--- src/rtl/lsu_pkg.sv ---
// Shared types for the load/store unit: FSM states, RV32I width codes,
// the request payload and a funct3 legality helper.
package lsu_pkg;

    localparam int unsigned XLEN     = 32;
    localparam int unsigned F3_WIDTH = 3;
    localparam int unsigned RD_WIDTH = 5;

    localparam logic [F3_WIDTH-1:0] F3_B  = 3'b000;
    localparam logic [F3_WIDTH-1:0] F3_H  = 3'b001;
    localparam logic [F3_WIDTH-1:0] F3_W  = 3'b010;
    localparam logic [F3_WIDTH-1:0] F3_BU = 3'b100;
    localparam logic [F3_WIDTH-1:0] F3_HU = 3'b101;

    typedef enum logic [2:0] {
        S_IDLE,
        S_READ,
        S_CAPTURE,
        S_WRITE,
        S_RESPOND
    } lsu_state_e;

    typedef struct packed {
        logic                write;
        logic [F3_WIDTH-1:0] funct3;
        logic [XLEN-1:0]     addr;
        logic [XLEN-1:0]     wdata;
        logic [RD_WIDTH-1:0] rd;
    } lsu_req_t;

    // Unsigned widths exist only for loads.
    function automatic logic funct3_legal(input logic write, input logic [F3_WIDTH-1:0] funct3);
        logic legal;
        case (funct3)
            F3_B, F3_H, F3_W: legal = 1'b1;
            F3_BU, F3_HU:     legal = !write;
            default:          legal = 1'b0;
        endcase
        return legal;
    endfunction

endpackage

--- src/rtl/lsu_if.sv ---
// Core-request / response / data-memory bundle of the load/store unit.
// slave  : the load/store unit itself.
// master : the surrounding core + memory.
interface lsu_if #(
    parameter int unsigned ADDR_WIDTH = 4
) ();
    logic                  req_valid;
    logic                  req_ready;
    logic                  req_write;
    logic [2:0]            req_funct3;
    logic [31:0]           req_addr;
    logic [31:0]           req_wdata;
    logic [4:0]            req_rd;
    logic                  rsp_valid;
    logic [31:0]           rsp_data;
    logic [4:0]            rsp_rd;
    logic                  rsp_fault;
    logic                  busy;
    logic [ADDR_WIDTH-1:0] mem_addr;
    logic                  mem_we;
    logic [31:0]           mem_wdata;
    logic [31:0]           mem_rdata;

    modport slave (
        input  req_valid, req_write, req_funct3, req_addr, req_wdata, req_rd, mem_rdata,
        output req_ready, rsp_valid, rsp_data, rsp_rd, rsp_fault, busy,
               mem_addr, mem_we, mem_wdata
    );

    modport master (
        output req_valid, req_write, req_funct3, req_addr, req_wdata, req_rd, mem_rdata,
        input  req_ready, rsp_valid, rsp_data, rsp_rd, rsp_fault, busy,
               mem_addr, mem_we, mem_wdata
    );
endinterface

--- src/rtl/lsu_lane_align.sv ---
// Combinational lane logic: extracts/extends load data from a memory word
// and merges sub-word store data into the word read back from memory.
//   funct3, byte_off    : latched width code and addr[1:0]
//   mem_rdata, req_wdata: word read from memory, latched store data
//   load_data_c         : extended load result
//   store_word_c        : full word to write back
module lsu_lane_align
    import lsu_pkg::*;
(
    input  logic [F3_WIDTH-1:0] funct3,
    input  logic [1:0]          byte_off,
    input  logic [XLEN-1:0]     mem_rdata,
    input  logic [XLEN-1:0]     req_wdata,
    output logic [XLEN-1:0]     load_data_c,
    output logic [XLEN-1:0]     store_word_c
);
    logic [7:0]  byte_lane;
    logic [15:0] half_lane;

    always_comb begin
        byte_lane    = mem_rdata[{byte_off, 3'b000} +: 8];
        half_lane    = byte_off[1] ? mem_rdata[31:16] : mem_rdata[15:0];
        load_data_c  = mem_rdata;
        store_word_c = req_wdata;
        case (funct3)
            F3_B: begin
                load_data_c  = {{24{byte_lane[7]}}, byte_lane};
                store_word_c = mem_rdata;
                store_word_c[{byte_off, 3'b000} +: 8] = req_wdata[7:0];
            end
            F3_BU: load_data_c = {24'd0, byte_lane};
            F3_H: begin
                load_data_c  = {{16{half_lane[15]}}, half_lane};
                store_word_c = byte_off[1] ? {req_wdata[15:0], mem_rdata[15:0]}
                                           : {mem_rdata[31:16], req_wdata[15:0]};
            end
            F3_HU:   load_data_c = {16'd0, half_lane};
            default: ;
        endcase
    end
endmodule

--- src/rtl/load_store_unit.sv ---
// Sequences one byte-addressed load/store at a time onto a word-addressed
// memory with a registered read port. Sub-word stores are read-modify-write.
//   clk, rst : clock, synchronous active-high reset
//   bus      : request/response handshake and data-memory port (lsu_if.slave)
module load_store_unit
    import lsu_pkg::*;
#(
    parameter int unsigned ADDR_WIDTH = 4
) (
    input  logic clk,
    input  logic rst,
    lsu_if.slave bus
);
    lsu_state_e state_q, state_d;
    lsu_req_t   req_in;

    logic accept_c, fault_c, misaligned_c, out_of_range_c, req_ready_c, busy_c, mem_we_c;

    logic                  write_q;
    logic [F3_WIDTH-1:0]   funct3_q;
    logic [1:0]            byte_off_q;
    logic [XLEN-1:0]       wdata_q;
    logic [RD_WIDTH-1:0]   rd_q;

    logic [XLEN-1:0]       load_data_c, store_word_c;

    logic [ADDR_WIDTH-1:0] mem_addr_q;
    logic [XLEN-1:0]       mem_wdata_q;
    logic                  rsp_valid_q, rsp_fault_q;
    logic [XLEN-1:0]       rsp_data_q;
    logic [RD_WIDTH-1:0]   rsp_rd_q;

    assign req_in = '{write:  bus.req_write,
                      funct3: bus.req_funct3,
                      addr:   bus.req_addr,
                      wdata:  bus.req_wdata,
                      rd:     bus.req_rd};

    // Fault check on the incoming request; faults skip memory entirely.
    always_comb begin
        misaligned_c = 1'b0;
        case (req_in.funct3)
            F3_H, F3_HU: misaligned_c = req_in.addr[0];
            F3_W:        misaligned_c = (req_in.addr[1:0] != 2'b00);
            default:     misaligned_c = 1'b0;
        endcase
        out_of_range_c = (req_in.addr >> (ADDR_WIDTH + 2)) != XLEN'(0);
        fault_c = !funct3_legal(req_in.write, req_in.funct3) || misaligned_c || out_of_range_c;
    end

    // State register.
    always_ff @(posedge clk) begin
        if (rst) state_q <= S_IDLE;
        else     state_q <= state_d;
    end

    // Next state plus the handshake/strobe outputs that must drop with rst.
    always_comb begin
        state_d     = state_q;
        req_ready_c = (state_q == S_IDLE) && !rst;
        busy_c      = (state_q != S_IDLE) && !rst;
        mem_we_c    = (state_q == S_WRITE) && !rst;
        accept_c    = bus.req_valid && req_ready_c;
        case (state_q)
            S_IDLE: begin
                if (accept_c) begin
                    if (fault_c)                                 state_d = S_RESPOND;
                    else if (req_in.write && req_in.funct3 == F3_W) state_d = S_WRITE;
                    else                                         state_d = S_READ;
                end
            end
            S_READ:    state_d = S_CAPTURE;
            S_CAPTURE: state_d = write_q ? S_WRITE : S_RESPOND;
            S_WRITE:   state_d = S_RESPOND;
            S_RESPOND: state_d = S_IDLE;
            default:   state_d = S_IDLE;
        endcase
    end

    lsu_lane_align u_lane_align (
        .funct3       (funct3_q),
        .byte_off     (byte_off_q),
        .mem_rdata    (bus.mem_rdata),
        .req_wdata    (wdata_q),
        .load_data_c  (load_data_c),
        .store_word_c (store_word_c)
    );

    // Request latches, word buffer (doubles as mem_wdata) and response registers.
    always_ff @(posedge clk) begin
        if (rst) begin
            write_q     <= 1'b0;
            funct3_q    <= '0;
            byte_off_q  <= '0;
            wdata_q     <= '0;
            rd_q        <= '0;
            mem_addr_q  <= '0;
            mem_wdata_q <= '0;
            rsp_valid_q <= 1'b0;
            rsp_fault_q <= 1'b0;
            rsp_data_q  <= '0;
            rsp_rd_q    <= '0;
        end else begin
            rsp_valid_q <= (state_d == S_RESPOND);
            if (accept_c) begin
                write_q    <= req_in.write;
                funct3_q   <= req_in.funct3;
                byte_off_q <= req_in.addr[1:0];
                wdata_q    <= req_in.wdata;
                rd_q       <= req_in.rd;
                mem_addr_q <= req_in.addr[ADDR_WIDTH+1:2];
                if (fault_c) begin
                    rsp_fault_q <= 1'b1;
                    rsp_data_q  <= '0;
                    rsp_rd_q    <= req_in.write ? RD_WIDTH'(0) : req_in.rd;
                end else if (req_in.write && req_in.funct3 == F3_W) begin
                    mem_wdata_q <= req_in.wdata;
                end
            end
            if (state_q == S_CAPTURE) begin
                mem_wdata_q <= write_q ? store_word_c : bus.mem_rdata;
                if (!write_q) begin
                    rsp_fault_q <= 1'b0;
                    rsp_data_q  <= load_data_c;
                    rsp_rd_q    <= rd_q;
                end
            end
            if (state_q == S_WRITE) begin
                rsp_fault_q <= 1'b0;
                rsp_data_q  <= '0;
                rsp_rd_q    <= '0;
            end
        end
    end

    assign bus.req_ready = req_ready_c;
    assign bus.busy      = busy_c;
    assign bus.mem_we    = mem_we_c;
    assign bus.mem_addr  = mem_addr_q;
    assign bus.mem_wdata = mem_wdata_q;
    assign bus.rsp_valid = rsp_valid_q;
    assign bus.rsp_fault = rsp_fault_q;
    assign bus.rsp_data  = rsp_data_q;
    assign bus.rsp_rd    = rsp_rd_q;

endmodule

--- src/flat_wrapper.sv ---
// flat-port wrapper written by rule: the top's interface ports become plain ports
module load_store_unit_flat import lsu_pkg::*;
#(
    parameter int unsigned ADDR_WIDTH = 4
)
  (clk, rst, bus_req_valid, bus_req_write, bus_req_funct3, bus_req_addr, bus_req_wdata, bus_req_rd, bus_mem_rdata, bus_req_ready, bus_rsp_valid, bus_rsp_data, bus_rsp_rd, bus_rsp_fault, bus_busy, bus_mem_addr, bus_mem_we, bus_mem_wdata);
  lsu_if #(.ADDR_WIDTH(ADDR_WIDTH)) bus_i ();
  input  logic clk;
  input  logic rst;
  input wire logic [$bits(bus_i.req_valid)-1:0] bus_req_valid;
  input wire logic [$bits(bus_i.req_write)-1:0] bus_req_write;
  input wire logic [$bits(bus_i.req_funct3)-1:0] bus_req_funct3;
  input wire logic [$bits(bus_i.req_addr)-1:0] bus_req_addr;
  input wire logic [$bits(bus_i.req_wdata)-1:0] bus_req_wdata;
  input wire logic [$bits(bus_i.req_rd)-1:0] bus_req_rd;
  input wire logic [$bits(bus_i.mem_rdata)-1:0] bus_mem_rdata;
  output wire logic [$bits(bus_i.req_ready)-1:0] bus_req_ready;
  output wire logic [$bits(bus_i.rsp_valid)-1:0] bus_rsp_valid;
  output wire logic [$bits(bus_i.rsp_data)-1:0] bus_rsp_data;
  output wire logic [$bits(bus_i.rsp_rd)-1:0] bus_rsp_rd;
  output wire logic [$bits(bus_i.rsp_fault)-1:0] bus_rsp_fault;
  output wire logic [$bits(bus_i.busy)-1:0] bus_busy;
  output wire logic [$bits(bus_i.mem_addr)-1:0] bus_mem_addr;
  output wire logic [$bits(bus_i.mem_we)-1:0] bus_mem_we;
  output wire logic [$bits(bus_i.mem_wdata)-1:0] bus_mem_wdata;
  assign bus_i.req_valid = bus_req_valid;
  assign bus_i.req_write = bus_req_write;
  assign bus_i.req_funct3 = bus_req_funct3;
  assign bus_i.req_addr = bus_req_addr;
  assign bus_i.req_wdata = bus_req_wdata;
  assign bus_i.req_rd = bus_req_rd;
  assign bus_i.mem_rdata = bus_mem_rdata;
  assign bus_req_ready = bus_i.req_ready;
  assign bus_rsp_valid = bus_i.rsp_valid;
  assign bus_rsp_data = bus_i.rsp_data;
  assign bus_rsp_rd = bus_i.rsp_rd;
  assign bus_rsp_fault = bus_i.rsp_fault;
  assign bus_busy = bus_i.busy;
  assign bus_mem_addr = bus_i.mem_addr;
  assign bus_mem_we = bus_i.mem_we;
  assign bus_mem_wdata = bus_i.mem_wdata;
  load_store_unit #(.ADDR_WIDTH(ADDR_WIDTH)) u_core (.clk(clk), .rst(rst), .bus(bus_i));
endmodule
--- config.mk ---
export PLATFORM = sky130hd
export DESIGN_NAME = load_store_unit_flat
export DESIGN_NICKNAME = d
export VERILOG_FILES = /design/src/rtl/lsu_pkg.sv /design/src/rtl/lsu_if.sv /design/src/rtl/lsu_lane_align.sv /design/src/rtl/load_store_unit.sv /design/src/flat_wrapper.sv
export SDC_FILE = /design/constraint.sdc
export NUM_CORES = 1
export LEC_CHECK = 0
export ABC_AREA = 0
export CAP_MARGIN = 20
export CORE_ASPECT_RATIO = 0.6
export CORE_MARGIN = 5
export CORE_UTILIZATION = 40
export DETAILED_ROUTE_END_ITERATION = 10
export GPL_ROUTABILITY_DRIVEN = 1
export PLACE_DENSITY = 0.79
export SETUP_SLACK_MARGIN = 0.4
export SYNTH_ARGS = -nofsm -noshare
export SYNTH_HDL_FRONTEND = slang
export SYNTH_SLANG_ARGS = --single-unit
--- constraint.sdc ---
create_clock -name clk -period 3.15 [get_ports clk]
set_input_delay 0.945 -clock clk [delete_from_list [all_inputs] [get_ports clk]]
set_output_delay 0.945 -clock clk [all_outputs]
set_load 0.02 [all_outputs]
==> results.md <==
Clock tree:
- The clock transition time at the flip-flop clock pins of the worst setup and hold paths is around 60 ps.
- The H-tree was split into 4 levels.
- The tree built by TritonCTS fans out to 121 sinks.
- The tree is rooted in a clkbuf_16.
- The number of buffers added by the clock tree synthesis step is 17.
- The buffer depth of the longest clock path is 2.
- The TritonCTS clock tree is done.
- The worst-skew pair later-pin latency is 420 ps.

Detailed routing:
- The count of nets left with antenna violations once routing finished came out at 0.
- In the final routed layout, each cell accounts on average for slightly above 20 microns.
- In the routed layout, each cell is associated on average with a via count of approximately 6.
- The count of vias placed by the detailed router is between 6000 and 7000.
- The number of remaining DRC errors is 0.
- After detailed routing, the total wire length is approximately 24000 microns.
- The number of iterations in the first detailed-routing pass is 6.
- After the first detailed-routing iteration, the DRC count stood at approximately 880.

Floorplan:
- The placeable core area is about 15000 sq um.
- The starting utilization of the core area is between 40% and 50%.
- During I/O placement, the number of pins put on the boundary was 186.
- In this run the horizontal extent of the chip is between 150 and 200 microns.
- The floorplan die height is between 100 and 150 microns.
- The site row count is 35.
- The die footprint is roughly 18000 sq um.

Yosys:
- The area share of the largest cell type after synthesis is about two fifths.
- By count the netlist is led by 140 x nand2_1, 121 x dfxtp_1, 60 x o21ai_0.
- In this run, synthesis inferred 0 flip-flops with an integrated enable.
- nand2_1 is the most common cell in the netlist.
- The number of nets in the synthesized netlist is between 800 and 900.
- For this run, asynchronously set or reset flops after synthesis account for 0%.
- The mean post-synth cell area is 8.21 sq um.
- In the synthesized netlist the dominant register cell turns out to be dfxtp_1.
- The cell area that synthesis handed to floorplanning was approximately 6300 sq um.
- For this run, the number of Yosys warnings is 0.
- Sorting the synthesized cells by area gives the leading types as dfxtp_1 38%, nand2_1 8.4%, o21ai_0 4.8%, nand3_1 4.6%, a21oi_1 3.2%.
- dfxtp_1 takes more of the synthesized area than any other cell.
- Summing the sequential cell areas from Yosys gives about two fifths of the chip area.
- After technology mapping, the gate count stands at between 700 and 800.
- Counting flops and latches in the post-synthesis netlist gives ~120.
- The count of distinct cell types in the synthesized netlist is 61.

Run:
- The max-capacitance violation count is 0.

Pwr:
- Net switching is between 20% and 30% of the power.
- The total power after layout is between 4 and 5 mW.
- The leakage power figure is roughly 3.5 nW.
- The internal cell power is roughly 3.1 mW.
- Power spread over the standard cell area amounts to 463 nW/um^2.
- The share of total power dissipated in the clock network is between 40% and 50%.
- VDD sags by at most approximately 0.31 mV.
- Per report_power, the sequential group accounts for 38.6% of the total.
- The net switching component of the power is 1.15 mW.
- The share of total power dissipated in combinational logic is 13.8%.

Final layout:
- 0 antenna diodes ended up in the layout.
- Counting the fill cells in the layout gives between 1000 and 1500.
- The net count of the finished layout is between 1000 and 1500.
- The share of final-layout standard cells stronger than drive strength 1 is ~11%.
- Compared with the post-synthesis result, the final layout area differs by 46.4%.
- After the flow finishes, the layout carries non-filler instances totaling between 1000 and 1500.

Global routing:
- The initial antenna violation count is 1.
- Global routing consumed, over all layers together, between 20% and 30% of the routing resources.
- The via count of the first global-routing pass was approximately 6300.
- The total overflow left after global routing is 0.
- Entering global routing, the biggest net connects between 70 and 80 pins.
- The wire length of the first global-routing pass is between 30000 and 40000 microns.

Worst setup path:
- The data arrival time of the critical path is just over 3000 ps.
- The worst setup path is captured at a flip-flop.
- The data required time of the critical path is 3490 ps.
- The largest driver fanout on the critical path is 7.
- By startpoint and endpoint, the worst setup path is classified as input port to flip-flop.
- STA classifies the critical path startpoint as an input port.

Placed design:
- The detailed placer's ending HPWL is ~17000 microns.
- In this run the tool buffered the top-level ports with about 190 buffer cells.
- The number of cells after detailed placement is about 1100.
- The congestion estimate from routability-driven global placement came to between 0.9 and 1.

Worst hold path:
- The path class of the lowest-slack min-delay path is flip-flop to flip-flop.

Timing:
- Setup repair after global routing could not meet its margin everywhere.
- Dividing the final minimum period by the clock period gives a little under nine tenths.
- The worst setup skew after layout is 9.66 ps.
- For this run, the top clock speed supported by timing is about 0.37 GHz.
- The clock period minus final worst setup slack is around 2700 ps.
- The final setup violation count is 0.
- The number of hold violations in the final report is 0.
- The count of pins over their slew limit is 0.
- For the pin with the worst max-slew slack, the measured transition is ~1000 ps.
- The worst pin sits at a relative slew slack of 31.1%.

Run status:
- The flow ran to the end, and the final reports show no timing, DRC or antenna violations.
## path summary, 6_finish.rpt
path | from | to | slack [ps] | cells past startpoint
worst max-delay path | bus_req_addr[26] | u_core.bus.mem_wdata[9] | 460 | 10
worst min register to register | u_core.bus.rsp_data[6] | u_core.bus.rsp_data[6] | 450 | 2
worst max register to register | u_core.byte_off_q[1] | u_core.bus.mem_wdata[10] | 610 | 6
worst min-delay path | u_core.bus.rsp_data[6] | u_core.bus.rsp_data[6] | 450 | 2
## sequential cells by signal (all words and copies together) (netlist names)
| register | count |
|---|---|
| u_core.bus.rsp_data | 32 |
| u_core.bus.mem_wdata | 32 |
| u_core.byte_off_q | 2 |
| u_core.bus.rsp_valid | 1 |
| u_core.wdata_q | 32 |
| u_core.bus.mem_addr | 4 |
| u_core.bus.rsp_rd | 5 |
| u_core.state_q | 3 |
| u_core.bus.rsp_fault | 1 |
| u_core.funct3_q | 3 |
| u_core.rd_q | 5 |
| u_core.write_q | 1 |
## critical path, stage by stage
cell and delay, ps:
clkdlybuf4s50_1 400, nor4_1 260, nand4_1 220, buf_4 210, o31ai_4 250, buf_12 160
buf_12 150, buf_12 110, o21ai_0 90, a41oi_1 210
## kinds of logic (layout without fill, tap and decap cells)
group | count (synthesis) | in the layout | synth area share [%]
compound gates | 223 | 223 | 26.1
fa+ha+maj | 5 | 5 | 0.994
buf+inv | 81 | 277 | 5.77
flops | 121 | 121 | 38.5
mux | 22 | 22 | 3.72
simple gates | 314 | 314 | 24.9
## power by group through the flow
stage               logic (mW)  registers (mW)  clock network [mW]
floorplan                0.291            1.65                   0
global placement         0.565            1.67                   0
detailed placement       0.572            1.67                   0
CTS                      0.576            1.64                2.04
global route             0.631            1.65                2.12
finish                   0.589            1.64                2.03
## layout by cell type (no fill, tap or decap), types with 5 or more instances in the layout
cell type	synthesis	routed
a32oi_1	7	7
ha_1	5	5
a31oi_1	8	8
nor4_1	7	5
a222oi_1	8	8
a22o_1	16	16
a21o_1	5	5
o221ai_1	7	7
nor2_1	18	18
a32o_1	16	16
buf_4	1	34
clkdlybuf4s50_1	0	176
nand4_1	13	13
dfxtp_1	121	121
clkbuf_16	0	18
nand2b_1	31	31
a41oi_1	6	6
inv_1	15	15
nor3_1	16	16
a22oi_1	6	6
mux2i_1	20	20
a21oi_1	40	40
o21ai_0	60	58
and2_1	7	7
dlymetal6s2s_1	0	5
nand3_1	58	58
nand2_1	140	140
buf_12	0	7
a211oi_1	9	8
## metrics by stage
step                      worst slack, ps  instance area (sq um)  hold slack [ps]  setup TNS [ps]  util (%)
after floorplan                       558                   6290              431               0         -
after global placement               -188                   8430              435            -401      54.8
after detailed placement             -213                   8430              443            -580      54.8
after CTS                             391                   9140              451               0      59.4
after global routing                  367                   9210              472               0      59.9
final                                 463                   9210              451               0      59.9
## repair_timing
| item | CTS | global route |
|---|---|---|
| endpoints found under the setup margin | 4 | 26 |
| hold buffers | 0 | 0 |
| resized for setup | 12 | 14 |
| cloned | 2 | 1 |
| buffers inserted | 2 | 3 |
| pin swaps | 1 | 6 |
## cell type report
class                   count  area [sq um]  share of cell area [%]
clock buffers              18           439                    4.77
clock inverters            14           173                    1.87
inverters                  16          60.1                   0.652
multi-input cells         564          3530                    38.3
flip-flops and latches    121          2420                    26.3
well taps                 203           254                    2.76
repair buffers            229          2330                    25.3
## metal layers
metal	part of all wire [%]	GRT usage, %	vias up
met3	15	9.25	43
met2	39	34.2	481
met4	1.6	6.17	2
li1	-	-	3201
met5	0.054	0	-
met1	44	38.0	3263
Power figures use the tool's default switching activity.
==> edit (same settings) <==
`ADDR_WIDTH` is set to 4 in 3 places; all go to 6.
--- a/src/rtl/lsu_if.sv
+++ b/src/rtl/lsu_if.sv
@@ -2,7 +2,7 @@
 // slave  : the load/store unit itself.
 // master : the surrounding core + memory.
 interface lsu_if #(
-    parameter int unsigned ADDR_WIDTH = 4
+    parameter int unsigned ADDR_WIDTH = 6
 ) ();
     logic                  req_valid;
     logic                  req_ready;
--- a/src/rtl/load_store_unit.sv
+++ b/src/rtl/load_store_unit.sv
@@ -5,7 +5,7 @@
 module load_store_unit
     import lsu_pkg::*;
 #(
-    parameter int unsigned ADDR_WIDTH = 4
+    parameter int unsigned ADDR_WIDTH = 6
 ) (
     input  logic clk,
     input  logic rst,
--- a/src/flat_wrapper.sv
+++ b/src/flat_wrapper.sv
@@ -1,7 +1,7 @@
 // flat-port wrapper written by rule: the top's interface ports become plain ports
 module load_store_unit_flat import lsu_pkg::*;
 #(
-    parameter int unsigned ADDR_WIDTH = 4
+    parameter int unsigned ADDR_WIDTH = 6
 )
   (clk, rst, bus_req_valid, bus_req_write, bus_req_funct3, bus_req_addr, bus_req_wdata, bus_req_rd, bus_mem_rdata, bus_req_ready, bus_rsp_valid, bus_rsp_data, bus_rsp_rd, bus_rsp_fault, bus_busy, bus_mem_addr, bus_mem_we, bus_mem_wdata);
   lsu_if #(.ADDR_WIDTH(ADDR_WIDTH)) bus_i ();
Interface: changed (resized bus_mem_addr); port bits go from 186 to 188. The function was not compared with the original's and may differ.
==> edit against the unedited design <==
Fmax fell by 0.92%; synthesized area rose by 7.9%; sequential cell count rose by 2; total power rose by 1.9%; wire length rose by 7.2%; setup slack got worse by 0.025 ns; die area rose by 7.3%; sequential share of layout area fell by 1.1 points; final area rose by 6.2%; critical endpoint is now bus_req_ready; largest cell class unchanged; highest routed layer is now met4.
==> edit: results (changes against the unedited design) <==
Global route
  – Pin count of the biggest net entering global routing: 59 (-19%)
  – Met2 layer usage reported by global route: 34.6% (+0.38 points)
  – Vias in the first global route: 7076 (+12%)
  – GRT met1 Usage: 38.1% (+0.077 points)
  – Global-route wire length before repair: 40200 µm (+11%)
  – All-layer global routing usage: 25.6% (+0.19 points)
  – Initial antenna violation count: 0 (-1)

Final layout
  – Non-Clock Buffer Count: 246 (+7.4%)
  – FFs & Latches: 123 (+1.7%)
  – Fraction of standard cell area that is sequential: 25.2% (-1.1 points)
  – Filler cell count in the final layout: 1381 (+3.7%)
  – Proportion of layout cells with a drive suffix above 1: 13.9% (+3.1 points)
  – Total area of multi-input combinational cells: 4070 µm² (+15%)
  – Post-layout nets: 1129 (+6.3%)
  – Clock tree cell share of total cell area: 6.15% (-0.49 points)
  – Fraction of area in non-clock buffers: 24.0% (-1.3 points)
  – Non-clk invs: 3 (-13)
  – Multi-input gate count: 625 (+11%)

Detailed routing
  – Starting DRC count in detailed routing: 1105 (+26%)
  – Max Used Layer: met4
  – Met2 wirelength from detailed routing: 10400 µm (+10%)
  – Routed vias: 7340 (+5.0%)
  – Met3 WL post-DR: 3460 µm (-3.1%)
  – Post-Route M1 WL: 11600 µm (+7.9%)

Pwr
  – Comb pwr share: 15.2% (+1.4 points)
  – Total leakage power: 3.63 nW (+4.9%)
  – Net switching share of the total power: 26.4% (-0.50 points)
  – Highest ir drop seen on vdd: 0.352 mV (+12%)
  – Clock network fraction of total power: 46.4% (-1.2 points)

Place
  – Pre-CTS worst setup slack: -0.182 ns (+0.0312 ns)
  – GP Congestion: 0.961 (+4.6%)
  – Half-perimeter wire length of the detailed placement result: 18800 µm (+10%)
  – Number of port buffers: 187 (+1.1%)
  – Placed Area: 9040 µm² (+7.2%)

Setup path
  – Arr. time, crit path: 1.77 ns (-1.25 ns)
  – CP max stage cell: sky130_fd_sc_hd__dlygate4sd2_1
  – Maximum fanout along the worst path: 10 (+3)

STA
  – Final clock skew: 0.0113 ns (+0.00167 ns)
  – Max transition margin: 43.4% (+12 points)

Synth
  – Net count of the mapped netlist: 939 (+6.8%)
  – Yosys cell types: 64 (+4.9%)
  – Cell types with the highest counts after synthesis: 170 x sky130_fd_sc_hd__nand2_1, 123 x sky130_fd_sc_hd__dfxtp_1, 46 x sky130_fd_sc_hd__nand3b_1, 46 x sky130_fd_sc_hd__nor2b_1, 40 x sky130_fd_sc_hd__clkbuf_1

Status
  – Outcome: finished clean

CTS
  – Number of buffers created by CTS: 17 (unchanged)
  – Post-CTS Repair Setup Buffers: 0 (-2)

Floorplanning
  – Die ar.: 19800 µm² (+7.3%)
[edit: cell count changes after synthesis, moves of 21 or more]
| cell | unedited run | this run |
|---|---|---|
| sky130_fd_sc_hd__nand3_1 | 58 | 10 |
| sky130_fd_sc_hd__o21ai_0 | 60 | 14 |
| sky130_fd_sc_hd__nand3b_1 | 1 | 46 |
| sky130_fd_sc_hd__nor2b_1 | 5 | 46 |
| sky130_fd_sc_hd__nand2_1 | 140 | 170 |
| sky130_fd_sc_hd__nor2_1 | 18 | 39 |
[edit: stage by stage]
step	setup TNS, ns	std cells	hold WS (ns)	total power [mW]	util (%)
after floorplan	0	826	0.449	2.01	-
after global placement	-0.254	1218	0.442	2.33	55.0
after detailed placement	-0.657	1218	0.446	2.34	55.0
after CTS	0	1249	0.453	4.34	58.8
after global routing	0	1256	0.470	4.48	59.5
final	0	1256	0.453	4.34	59.5
[edit: final timing paths]
check	from	slack, ns	cells past startpoint	end
max	rst	0.44	3	bus_req_ready
min reg2reg	u_core.bus.mem_wdata[19]$_SDFFE_PP0P_	0.45	2	u_core.bus.mem_wdata[19]$_SDFFE_PP0P_
min	u_core.bus.mem_wdata[19]$_SDFFE_PP0P_	0.45	2	u_core.bus.mem_wdata[19]$_SDFFE_PP0P_
max reg2reg	u_core.byte_off_q[0]$_SDFFE_PP0P_	0.78	8	u_core.bus.mem_wdata[11]$_SDFFE_PP0P_
[edit: cells by family after synthesis]
logic type      count (synthesis)  synth area share, %
fa+ha+maj                       5                0.921
buf+inv                        78                 5.14
mux                            25                 4.15
compound gates                187                 21.5
simple gates                  408                 32.0
flops                         123                 36.3
[edit: tightest hold or removal path: stages (launching register included)]
cell and delay, ns:
sky130_fd_sc_hd__dfxtp_1 0.31, sky130_fd_sc_hd__nand2_1 0.05, sky130_fd_sc_hd__a21oi_1 0.05
